[src/rtl/debounce_pkg.sv]
// Shared types and helpers for the debounce/edge-detector block.
package debounce_pkg;

    typedef enum logic [1:0] {
        LOW_STABLE,
        LOW_PEND,
        HIGH_STABLE,
        HIGH_PEND
    } db_state_t;

    // Width of the stability timer for a given required run length.
    function automatic int timer_width(input int n);
        return $clog2(n);
    endfunction

endpackage

[src/rtl/debounce_edge_detector.sv]
// Debounces a registered single-bit input: a new level is committed only after
// STABLE_CYCLES consecutive enabled samples, with one-cycle rise/fall pulses
// and a wrapping count of committed edges.
module debounce_edge_detector #(
    parameter int STABLE_CYCLES = 4,
    parameter int CNT_W         = 8
) (
    input  logic             clk,
    input  logic             reset,
    input  logic             en,
    input  logic             din,
    input  logic             clr_cnt,
    output logic             level,
    output logic             rise,
    output logic             fall,
    output logic [CNT_W-1:0] edge_cnt,
    output logic             busy
);
    import debounce_pkg::*;

    localparam int              TW         = timer_width(STABLE_CYCLES);
    localparam logic [TW-1:0]   TIMER_LAST = TW'(STABLE_CYCLES - 1);

    db_state_t        r_state;
    logic [TW-1:0]    r_timer;
    logic             r_level;
    logic             r_rise;
    logic             r_fall;
    logic [CNT_W-1:0] r_edge_cnt;

    db_state_t        w_state_nxt;
    logic [TW-1:0]    w_timer_nxt;
    logic             w_level_nxt;
    logic             w_rise_nxt;
    logic             w_fall_nxt;
    logic             w_commit;

    // Next-state decode; with en low everything holds and pulses drop.
    always_comb begin
        w_state_nxt = r_state;
        w_timer_nxt = r_timer;
        w_level_nxt = r_level;
        w_rise_nxt  = 1'b0;
        w_fall_nxt  = 1'b0;
        if (en) begin
            case (r_state)
                LOW_STABLE: begin
                    if (din) begin
                        w_state_nxt = LOW_PEND;
                        w_timer_nxt = TW'(1);
                    end
                end
                LOW_PEND: begin
                    if (!din) begin
                        w_state_nxt = LOW_STABLE;
                        w_timer_nxt = '0;
                    end else if (r_timer == TIMER_LAST) begin
                        w_state_nxt = HIGH_STABLE;
                        w_timer_nxt = '0;
                        w_level_nxt = 1'b1;
                        w_rise_nxt  = 1'b1;
                    end else begin
                        w_timer_nxt = r_timer + TW'(1);
                    end
                end
                HIGH_STABLE: begin
                    if (!din) begin
                        w_state_nxt = HIGH_PEND;
                        w_timer_nxt = TW'(1);
                    end
                end
                HIGH_PEND: begin
                    if (din) begin
                        w_state_nxt = HIGH_STABLE;
                        w_timer_nxt = '0;
                    end else if (r_timer == TIMER_LAST) begin
                        w_state_nxt = LOW_STABLE;
                        w_timer_nxt = '0;
                        w_level_nxt = 1'b0;
                        w_fall_nxt  = 1'b1;
                    end else begin
                        w_timer_nxt = r_timer + TW'(1);
                    end
                end
                default: begin
                    w_state_nxt = LOW_STABLE;
                    w_timer_nxt = '0;
                end
            endcase
        end
    end

    assign w_commit = w_rise_nxt | w_fall_nxt;

    // FSM, timer, level and pulse registers.
    always_ff @(posedge clk) begin
        if (reset) begin
            r_state <= LOW_STABLE;
            r_timer <= '0;
            r_level <= 1'b0;
            r_rise  <= 1'b0;
            r_fall  <= 1'b0;
        end else begin
            r_state <= w_state_nxt;
            r_timer <= w_timer_nxt;
            r_level <= w_level_nxt;
            r_rise  <= w_rise_nxt;
            r_fall  <= w_fall_nxt;
        end
    end

    // Committed-edge counter; a clear takes priority over a coincident commit.
    always_ff @(posedge clk) begin
        if (reset) begin
            r_edge_cnt <= '0;
        end else if (clr_cnt) begin
            r_edge_cnt <= '0;
        end else if (w_commit) begin
            r_edge_cnt <= r_edge_cnt + CNT_W'(1);
        end
    end

    assign level    = r_level;
    assign rise     = r_rise;
    assign fall     = r_fall;
    assign edge_cnt = r_edge_cnt;
    assign busy     = (r_state == LOW_PEND) || (r_state == HIGH_PEND);

endmodule

[config.mk]
export PLATFORM = sky130hd
export DESIGN_NAME = debounce_edge_detector
export DESIGN_NICKNAME = d
export VERILOG_FILES = /design/src/rtl/debounce_pkg.sv /design/src/rtl/debounce_edge_detector.sv
export SDC_FILE = /design/constraint.sdc
export NUM_CORES = 1
export LEC_CHECK = 0
export CORE_MARGIN = 3
export CORE_UTILIZATION = 35
export CTS_BUF_LIST = sky130_fd_sc_hd__clkbuf_2
export CTS_CLUSTER_DIAMETER = 120
export DETAILED_ROUTE_END_ITERATION = 10
export GPL_TIMING_DRIVEN = 0
export SLEW_MARGIN = 20
export SYNTH_ARGS = -nofsm -noshare
export SYNTH_HDL_FRONTEND = slang
export SYNTH_SLANG_ARGS = --single-unit
[constraint.sdc]
create_clock -name clk -period 1.5 [get_ports clk]
set_input_delay 0.375 -clock clk [delete_from_list [all_inputs] [get_ports clk]]
set_output_delay 0.375 -clock clk [all_outputs]
set_load 0.005 [all_outputs]
==> summary.md <==
| Metric | Value |
|---|---|
| CTS sink cnt | `15` |
| Area of the die | `between 0.002 and 0.003 mm^2` |
| Portion of the post-synthesis area used by sequential elements | `about two fifths` |
| Worst-case headroom to the max-slew limit | `68.9%` |
| Period minus WS final | `about 1.5 ns` |
| Vias per cell | `~5.0` |
| Wirelength, routed | `between 1.5 and 2 mm` |
| Site row count | `16` |
| Clock transition time at the flip-flop clock pins of the worst setup and hold paths | `approximately 0.15 ns` |
| Maximum number of pins on one net before global-route repair | `11` |
| Primary FF master, synth | `sky130_fd_sc_hd__dfxtp_1` |
| WL per Instance | `12.5 um` |
| Initial antenna violation count | `0` |
| CTS H-Tree Depth | `1` |
| Path category of the worst min-delay check | `input port to register` |
| Number of flip-flops and latches in the synthesized netlist | `15` |
| Flop-to-flop setup slack | `0.16 ns` |
| Worst Max-Slew Pin Slew | `roughly 0.47 ns` |
| Hold_sp | `din` |
| Run status | `finished, final reports clean` |
| Core ar. | `about 0.0020 mm^2` |
| Floorplan die height | `52.8 um` |
| Launching element type of the critical path | `input port` |
| Final routed DRC violation total | `0` |
| List of most frequent post-synthesis cells | `15 x sky130_fd_sc_hd__dfxtp_1, 11 x sky130_fd_sc_hd__nand2_1, 6 x sky130_fd_sc_hd__mux2i_1, 6 x sky130_fd_sc_hd__or3_1, 5 x sky130_fd_sc_hd__a21oi_1` |
| Fraction of final layout cells sized beyond drive strength 1 | `33.9%` |
| Post-Syn Area per Cell | `between 9 and 10 um^2` |
| Endpoint of the lowest-slack register-to-register path | `r_timer[1]` |
| Overall via count from detail_route | `700` |
| Top fanout value on the critical path | `10` |
| Leak pwr | `approximately 0.47 nW` |
| Count of nets after finishing | `approximately 120` |
| Number of nets still failing antenna checks after routing | `0` |
| Most frequently used cell type in the post-synthesis netlist | `sky130_fd_sc_hd__dfxtp_1` |
| First-pass GRT wire length | `around 2.8 mm` |
| Synthesized net count | `93` |
| Cell type with the largest total area after synthesis | `sky130_fd_sc_hd__dfxtp_1` |
| Synth area leaders | `sky130_fd_sc_hd__dfxtp_1 39%, sky130_fd_sc_hd__mux2i_1 7.8%, sky130_fd_sc_hd__nand2_1 5.4%, sky130_fd_sc_hd__ha_1 4.9%, sky130_fd_sc_hd__or3_1 4.9%` |
| Worst hold slack | `0.289 ns` |
| Delay of the slowest cell on the worst path | `between 0.4 and 0.5 ns` |
| Area delta synth->final | `38.6%` |
| Vias in the first global route | `640` |
| Maximum achievable frequency | `roughly 670 MHz` |
| Post-Synthesis Cell Area | `766 um^2` |
| DPL Wire Length | `about 1.2 mm` |
| Floorplan die width | `~53 um` |
| Number of hold buffers added after CTS | `0` |
| Final count of hold timing violations | `0` |
| Initial drt markers | `16` |
| Overflow after GRT | `0` |
| Worst-skew pair later-pin latency | `~0.27 ns` |
| Pins Over Slew Limit | `0` |
| Synthesis Warnings | `0` |
| Clock Path Buffers | `2` |
| Dominant delay contributor by cell family on the critical path | `buffers and inverters` |
| CTS tree | `yes` |
| Clock tree root buffer cell | `sky130_fd_sc_hd__clkbuf_2` |
| Hold path depth | `2` |
| Cts bufs inserted | `3` |
| Critical path class | `input port to register` |
| Post-Syn Instances | `85` |
| Initial core utilization | `between 30% and 40%` |
| DR pass1 iterations | `6` |
| Number of synthesized flops with an enable pin | `0` |
| Max Cap Viol | `0` |
| N_diodes | `0` |
| Kind of end point of the critical path | `register` |
| Synth unique cells | `27` |
| Utilization after layout | `a little over half` |
| Fraction of registers with async set/reset | `0%` |
| Chain of cells forming the critical path | `clkdlybuf4s50_1, clkbuf_2, nor4b_1, a31o_2` |
| Max IR drop VDD | `around 0.00035 V` |
| Worst Hold Endpoint | `fall` |
| Clock skew | `around 0.0058 ns` |
| Port Buffers | `14` |
| Total track usage | `13.4%` |
| Top-area cell type share of the netlist area | `39.2%` |
| Ports | `17` |
| Final Cycle Share | `slightly below 100%` |
| Cell type of the slowest stage on the worst timing path | `sky130_fd_sc_hd__clkdlybuf4s50_1` |
| Required time reported for the critical path endpoint | `1.73 ns` |
| GPL Wtd Cong | `between 0.7 and 0.8` |
| Number of buffer and inverter instances along the worst setup path | `2` |
| Pwr/cell area | `around 630 mW/mm^2` |
| Number of cell instances on the worst register-to-register path | `3` |
| Final setup violation count | `0` |
| Arrival time at the worst endpoint | `1.72 ns` |
==> registers in the layout, indices dropped and copies added, names as in the netlist, named ones only <==
register and count:
r_state 1, level 1, fall 1, rise 1
edge_cnt 8, r_timer 2
==> report_power, final <==
group / total (W) / internal [W] / leakage (nW) / switching, W
Combinational: 0.0000642 / 0.0000291 / 0.326 / 0.0000351
Clock: 0.000196 / 0.0000707 / 0.0166 / 0.000126
Sequential: 0.000405 / 0.000401 / 0.128 / 0.00000406
Total: 0.000665 / 0.000500 / 0.471 / 0.000165
==> metrics by stage <==
stage / instance area [um^2] / total power, W / setup slack [ns] / instances / setup TNS, ns
2_1_floorplan: 766 / 0.000455 / 0.239 / 85 / 0
3_3_place_gp: 940 / 0.000474 / -0.283 / 126 / -2.53
3_5_place_dp: 940 / 0.000475 / -0.285 / 126 / -2.66
4_1_cts: 1030 / 0.000669 / 0.00634 / 139 / 0
5_1_grt: 1060 / 0.000692 / -0.0488 / 139 / -0.0488
6_report: 1060 / 0.000665 / 0.0132 / 139 / 0
==> worst max path at each step <==
| stage | startpoint | endpoint | slack, ns | depth (start not counted) |
|---|---|---|---|---|
| floorplan | r_timer[0] | edge_cnt[7] | 0.24 | 4 |
| global placement | reset | edge_cnt[7] | -0.28 | 5 |
| detailed placement | reset | edge_cnt[3] | -0.28 | 5 |
| CTS | fall | fall | 0.006 | 1 |
| global route | reset | r_timer[1] | -0.05 | 4 |
| finish | reset | r_timer[1] | 0.01 | 4 |
==> cells by family (layout without fill, tap and decap cells) <==
group | after synthesis | in the layout | share of synthesized area [%]
XOR/XNOR | 2 | 2 | 3.27
AND/OR/NAND/NOR | 39 | 39 | 28.3
flip-flops | 15 | 15 | 39.2
multiplexers | 6 | 6 | 7.84
adder cells (fa/ha/maj) | 3 | 3 | 4.90
AO/OA/AOI/OAI | 13 | 13 | 10.6
buffers and inverters | 7 | 34 | 5.88
==> worst register-to-register path, stage by stage, from the launching register on <==
cell and delay [ns]:
sky130_fd_sc_hd__dfxtp_2 0.42, sky130_fd_sc_hd__xor2_1 0.42, sky130_fd_sc_hd__o21ai_0 0.15, sky130_fd_sc_hd__a31o_2 0.27
==> final cells by class <==
cell class                 instances  area [um^2]
inverter                           2         7.51
clock buffer                       4         20.0
multi-input combinational         63          435
buffer                             5         42.5
timing repair buffer              23          201
fill                             202          961
sequential                        15          320
tap                               27         33.8
==> timing repair <==
item,in CTS,in global routing
buffers inserted,9,0
pin swaps,0,1
resized for setup,22,12
setup endpoints to repair,10,10
hold endpoints to repair,0,0
==> placed cells by master (no fill, tap or decap), drive strengths merged, types with 3 or more instances in the layout <==
cell type	netlist	routed
a21oi	5	5
buf	3	12
clkbuf	2	6
dfxtp	15	15
dlygate4sd2	0	9
ha	3	3
mux2i	6	6
nand2	11	11
nand3	4	4
nand4	4	4
nor3	4	4
nor4b	3	3
o21ai	3	3
or3	6	6
==> metal layers <==
metal | GRT usage, % | wire length, um
met5 | 0 | 0
met4 | 6.38 | 7
met3 | 3.13 | 62
met2 | 22.5 | 891
met1 | 15.7 | 773
Power figures use the tool's default switching activity.
